File: src/rtl/buffer_ctrl.sv
// buffer_ctrl
//   Pointer/flow controller for a register-array buffer of DEPTH = 2**ADDR_BW
//   entries. The buffer writes on wr_en at wr_ptr (registered write). It reads
//   combinationally at rd_ptr, gated by rd_en. This controller turns the
//   producer and consumer valid/ready handshakes into those controls. The
//   result is FIFO order, plus occupancy and sticky error flags.
//
// Ports
//   clk          rising-edge clock
//   rst          asynchronous, active-low reset
//   flush        synchronous clear of pointers, count and error flags
//   in_valid     producer offers an entry
//   in_ready     entry accepted this cycle (= !full)
//   out_valid    head entry present on the buffer's dout (= !empty)
//   out_ready    consumer takes the head entry
//   wr_en        buffer write enable (= in_valid & !full)
//   wr_ptr       buffer write address (tail)
//   rd_en        buffer read enable (= !empty)
//   rd_ptr       buffer read address (head)
//   count        number of stored entries, 0..DEPTH
//   full         count == DEPTH
//   empty        count == 0
//   almost_full  count >= AFULL_TH
//   ovf_err      sticky: in_valid seen while full
//   udf_err      sticky: out_ready seen while empty
module buffer_ctrl #(
  parameter int ADDR_BW  = 1,
  parameter int AFULL_TH = 1
) (
  input  logic               clk,
  input  logic               rst,
  input  logic               flush,
  input  logic               in_valid,
  output logic               in_ready,
  output logic               out_valid,
  input  logic               out_ready,
  output logic               wr_en,
  output logic [ADDR_BW-1:0] wr_ptr,
  output logic               rd_en,
  output logic [ADDR_BW-1:0] rd_ptr,
  output logic [ADDR_BW:0]   count,
  output logic               full,
  output logic               empty,
  output logic               almost_full,
  output logic               ovf_err,
  output logic               udf_err
);

  localparam int               DEPTH    = 2 ** ADDR_BW;
  localparam logic [ADDR_BW:0] DEPTH_C  = (ADDR_BW + 1)'(DEPTH);
  localparam logic [ADDR_BW:0] AFULL_C  = (ADDR_BW + 1)'(AFULL_TH);
  localparam logic [ADDR_BW:0] ONE_CNT  = (ADDR_BW + 1)'(1);
  localparam logic [ADDR_BW-1:0] ONE_PTR = ADDR_BW'(1);

  logic [ADDR_BW-1:0] wr_ptr_reg, wr_ptr_next;
  logic [ADDR_BW-1:0] rd_ptr_reg, rd_ptr_next;
  logic [ADDR_BW:0]   count_reg,  count_next;
  logic               ovf_reg,    ovf_next;
  logic               udf_reg,    udf_next;

  logic push;
  logic pop;

  // Flags are decoded from count alone, so pointer equality never matters
  // when the pointers wrap.
  assign full        = (count_reg == DEPTH_C);
  assign empty       = (count_reg == '0);
  assign almost_full = (count_reg >= AFULL_C);

  // No pass-through: a full buffer refuses a push even if it pops in the
  // same cycle. That keeps the write path independent of out_ready.
  assign push = in_valid & ~full;
  assign pop  = out_ready & ~empty;

  assign in_ready  = ~full;
  assign out_valid = ~empty;
  assign rd_en     = ~empty;
  // wr_en is not masked by flush. A write during the flush cycle lands in a
  // slot that becomes unreachable once count is cleared.
  assign wr_en     = push;

  assign wr_ptr  = wr_ptr_reg;
  assign rd_ptr  = rd_ptr_reg;
  assign count   = count_reg;
  assign ovf_err = ovf_reg;
  assign udf_err = udf_reg;

  always_comb begin
    wr_ptr_next = wr_ptr_reg;
    rd_ptr_next = rd_ptr_reg;
    count_next  = count_reg;
    ovf_next    = ovf_reg | (in_valid & full);
    udf_next    = udf_reg | (out_ready & empty);

    if (flush) begin
      wr_ptr_next = '0;
      rd_ptr_next = '0;
      count_next  = '0;
      ovf_next    = 1'b0;
      udf_next    = 1'b0;
    end else begin
      // Pointers wrap naturally modulo DEPTH through the ADDR_BW width.
      if (push) wr_ptr_next = wr_ptr_reg + ONE_PTR;
      if (pop)  rd_ptr_next = rd_ptr_reg + ONE_PTR;
      // push needs !full and pop needs !empty, so count stays in 0..DEPTH.
      case ({push, pop})
        2'b10:   count_next = count_reg + ONE_CNT;
        2'b01:   count_next = count_reg - ONE_CNT;
        default: count_next = count_reg;
      endcase
    end
  end

  always_ff @(posedge clk or negedge rst) begin
    if (!rst) begin
      wr_ptr_reg <= '0;
      rd_ptr_reg <= '0;
      count_reg  <= '0;
      ovf_reg    <= 1'b0;
      udf_reg    <= 1'b0;
    end else begin
      wr_ptr_reg <= wr_ptr_next;
      rd_ptr_reg <= rd_ptr_next;
      count_reg  <= count_next;
      ovf_reg    <= ovf_next;
      udf_reg    <= udf_next;
    end
  end

endmodule

File: config.mk
export PLATFORM = sky130hd
export DESIGN_NAME = buffer_ctrl
export DESIGN_NICKNAME = d
export VERILOG_FILES = /design/src/rtl/buffer_ctrl.sv
export SDC_FILE = /design/constraint.sdc
export NUM_CORES = 1
export LEC_CHECK = 0
export ABC_AREA = 1
export CAP_MARGIN = 20
export CORE_AREA = 2 2 39 41
export CTS_CLUSTER_DIAMETER = 150
export DETAILED_ROUTE_END_ITERATION = 6
export DIE_AREA = 0 0 41 43
export PLACE_DENSITY = 0.67
export SLEW_MARGIN = 20
export SYNTH_ARGS = -nofsm -noshare
export SYNTH_HDL_FRONTEND = slang
export SYNTH_SLANG_ARGS = --single-unit
File: constraint.sdc
create_clock -name clk -period 1.5 [get_ports clk]
set_input_delay 0.375 -clock clk [delete_from_list [all_inputs] [get_ports clk]]
set_output_delay 0.375 -clock clk [all_outputs]
set_load 0.05 [all_outputs]
==> run_summary.xml <==
<?xml version="1.0" encoding="UTF-8"?>
<metrics>
  <group name="floorplanning">
    <metric name="dieWidth" unit="µm">41</metric>
    <metric name="dieHeight" unit="µm">43</metric>
    <metric name="initial_utilization" unit="%">25.0</metric>
    <metric name="boundaryPins" unit="">18</metric>
    <metric name="row_count" unit="">14</metric>
    <metric name="core_area" unit="µm²">1380</metric>
    <metric name="floorplan.die_area" unit="µm²">1760</metric>
  </group>
  <group name="timing">
    <metric name="timing.slew.headroom" unit="%">82.0</metric>
    <metric name="hold_viol" unit="">0</metric>
    <metric name="final_period_minus_worst_setup_slack" unit="ns">1.64</metric>
    <metric name="fmax" unit="GHz">0.609</metric>
    <metric name="report.final.setup_viol" unit="">7</metric>
    <metric name="clock-skew-final" unit="ns">0.00481</metric>
    <metric name="layout_worst_path_cycle_share" unit="%">109</metric>
    <metric name="postLayoutSetupSlackWorst" unit="ns">-0.141</metric>
    <metric name="final-max-slew-violation-count" unit="">0</metric>
    <metric name="rsz0062_at_grt" unit="">true</metric>
    <metric name="finalSetupTns" unit="ns">-0.587</metric>
    <metric name="worst_slew_pin_slew" unit="ns">0.270</metric>
  </group>
  <group name="clocking">
    <metric name="cts_stage_hold_buffer_count" unit="">0</metric>
    <metric name="tritoncts_sinks" unit="">6</metric>
    <metric name="htree_num_levels" unit="">1</metric>
    <metric name="clock_transition_time_at_the_flip_flop_clock_pins_of_the_worst_setup_and_hold_paths" unit="ns">0.05</metric>
    <metric name="cts_tree" unit="">yes</metric>
    <metric name="clock_path_buffers" unit="">2</metric>
    <metric name="clkLatencyLatePin" unit="ns">0.24</metric>
    <metric name="cts-buffers-inserted" unit="">3</metric>
    <metric name="cts_root_buffer" unit="">sky130_fd_sc_hd__clkbuf_4</metric>
  </group>
  <group name="yosys">
    <metric name="yosysUniqueCellTypes" unit="">13</metric>
    <metric name="post-synth-top-area-fraction" unit="%">43.5</metric>
    <metric name="number_of_nets_produced_by_synthesis" unit="">50</metric>
    <metric name="syn_area_per_cell" unit="µm²">8.22</metric>
    <metric name="yosysWarnings" unit="">0</metric>
    <metric name="cell_types_occupying_the_most_area_after_synthesis" unit="">sky130_fd_sc_hd__dfrtp_1 43%, sky130_fd_sc_hd__ha_1 11%, sky130_fd_sc_hd__inv_1 7.6%</metric>
    <metric name="netlist_area_before_placement" unit="µm²">345</metric>
    <metric name="yosysTopAreaCell" unit="">sky130_fd_sc_hd__dfrtp_1</metric>
    <metric name="postSynthCellCount" unit="">42</metric>
    <metric name="ys_ff_latch" unit="">6</metric>
    <metric name="synth-seq-area-share" unit="%">43.5</metric>
  </group>
  <group name="hold_path">
    <metric name="min-delay-path-class" unit="">input port to async pin</metric>
  </group>
  <group name="drt">
    <metric name="detail_route.vias_per_cell" unit="">4.33</metric>
    <metric name="route.vias.total" unit="">377</metric>
    <metric name="detail_route.drc_violations" unit="">0</metric>
    <metric name="route.final.wire_length" unit="µm">931</metric>
    <metric name="firstDrtPassIters" unit="">1</metric>
    <metric name="drt_iter0_markers" unit="">0</metric>
    <metric name="wl_per_cell" unit="µm">10.7</metric>
    <metric name="antenna_violating_nets_post_route" unit="">0</metric>
  </group>
  <group name="global_routing">
    <metric name="first_global_vias" unit="">382</metric>
    <metric name="grt_first_pass_wirelength" unit="µm">1570</metric>
    <metric name="grt_max_degree" unit="">7</metric>
    <metric name="grt_overflow_total" unit="">0</metric>
    <metric name="track_usage" unit="%">13.9</metric>
    <metric name="initial_antenna_violation_count" unit="">0</metric>
  </group>
  <group name="place">
    <metric name="place.detailed.hpwl" unit="µm">719</metric>
    <metric name="io_buffer_count" unit="">17</metric>
    <metric name="placedInstanceArea" unit="µm²">733</metric>
    <metric name="gpl_congestion" unit="">0.713</metric>
  </group>
  <group name="finish">
    <metric name="final_layout_size_suffix_gt1_share" unit="%">57.7</metric>
    <metric name="antenna-diode-count" unit="">0</metric>
    <metric name="design.final.nets" unit="">80</metric>
    <metric name="area_growth" unit="%">136</metric>
    <metric name="final_design_area_no_fill" unit="µm²">815</metric>
    <metric name="largest_register_ff_count" unit="">2</metric>
    <metric name="fin_util" unit="%">58.9</metric>
    <metric name="filler_cell_count" unit="">112</metric>
  </group>
  <group name="critical_path">
    <metric name="worst_setup_path_start_kind" unit="">register</metric>
    <metric name="worst-endpoint-arrival" unit="ns">1.27</metric>
    <metric name="critPathMaxFanout" unit="">3</metric>
    <metric name="critical_path_class" unit="">register to primary output</metric>
    <metric name="worst-endpoint-required" unit="ns">1.12</metric>
    <metric name="worst_setup_path_end_kind" unit="">primary output</metric>
  </group>
  <group name="run">
    <metric name="max_cap_viol_count" unit="">0</metric>
  </group>
  <group name="power_and_ir_drop">
    <metric name="peakVddDrop" unit="V">0.000695</metric>
    <metric name="total_power" unit="mW">1.85</metric>
    <metric name="p_per_area" unit="nW/µm²">2280</metric>
    <metric name="power.leakage" unit="nW">0.377</metric>
  </group>
  <group name="run_status">
    <metric name="outcome" unit="">finished with violations</metric>
    <metric name="failed_checks" unit="">negative setup slack</metric>
  </group>
</metrics>
-- synth_stat cells (all sizes together) --
master / count
nand4: 2
ha: 3
nand2: 9
nand3: 2
dfrtp: 6
a21oi: 4
nor2: 4
o21ai: 2
buf: 1
inv: 9
-- per-stage QoR --
step	hold WS (ns)	instances	worst slack (ns)
2_1_floorplan	0.0794	42	-0.347
3_3_place_gp	0.516	77	-0.0274
3_5_place_dp	0.514	77	-0.0442
4_1_cts	0.372	87	-0.156
5_1_grt	0.380	87	-0.182
6_report	0.372	87	-0.141
-- worst max-delay path, stage by stage (launching register included) --
cell and delay, ns:
sky130_fd_sc_hd__dfrtp_2 0.41, sky130_fd_sc_hd__inv_4 0.07, sky130_fd_sc_hd__ha_4 0.15, sky130_fd_sc_hd__clkinvlp_4 0.10, sky130_fd_sc_hd__buf_4 0.15, sky130_fd_sc_hd__buf_12 0.14
-- placed cells by master (no fill, tap or decap), drive strengths merged --
cell type      synthesis  layout
a21oi                  4       4
buf                    1      22
clkbuf                 0       4
clkdlybuf4s50          0       4
clkinv                 0       1
clkinvlp               0       2
dfrtp                  6       6
ha                     3       3
inv                    9       6
nand2                  9       9
nand3                  2       2
nand4                  2       2
nor2                   4       4
o21ai                  2       2
-- repair_timing --
action / CTS / global route
buffers inserted: 6 / 1
resized for setup: 3 / 2
pin swaps: 2 / 1
endpoints found under the setup margin: 6 / 10
-- final cells by class --
class | instances | area, µm² | share of cell area, %
Sequential cell | 6 | 153 | 18.7
Timing Repair Buffer | 26 | 368 | 45.2
Multi-Input combinational cell | 26 | 194 | 23.8
Tap cell | 16 | 20.0 | 2.46
Clock buffer | 4 | 26.3 | 3.23
Inverter | 9 | 53.8 | 6.61
-- cells by family (layout without fill, tap and decap cells) --
logic type | Yosys count | count (layout) | share of synthesized area (%)
AO/OA/AOI/OAI | 6 | 6 | 8.70
flip-flops | 6 | 6 | 43.5
buffers and inverters | 10 | 39 | 12.0
adder cells (fa/ha/maj) | 3 | 3 | 10.9
AND/OR/NAND/NOR | 17 | 17 | 25.0
-- worst paths after layout --
| kind | cells after the start | slack, ns | startpoint | to |
|---|---|---|---|---|
| max | 5 | -0.14 | count[0] | in_ready |
| min | 1 | 0.37 | rst | wr_ptr |
| max reg2reg | 9 | 0.09 | count[1] | count[0] |
| min reg2reg | 1 | 0.52 | wr_ptr | wr_ptr |
| max in group asynchronous | 1 | 0.90 | rst | count[1] |
| min in group clk | 1 | 0.52 | wr_ptr | wr_ptr |
-- power by group --
part	switching, mW	total, mW	internal (mW)
Clock	0.0566	0.157	0.101
Sequential	0.0507	0.257	0.206
Combinational	0.755	1.44	0.686
-- layer usage --
layer / vias to the layer above / share of wire, % / global-route usage, %
met3: 2 / 5.5 / 4.71
met5: - / 0 / 0
met1: 173 / 38 / 13.9
met4: 0 / 1.1 / 10.0
li1: 189 / - / -
met2: 13 / 55 / 22.2
(Power assumes the default switching activity.)
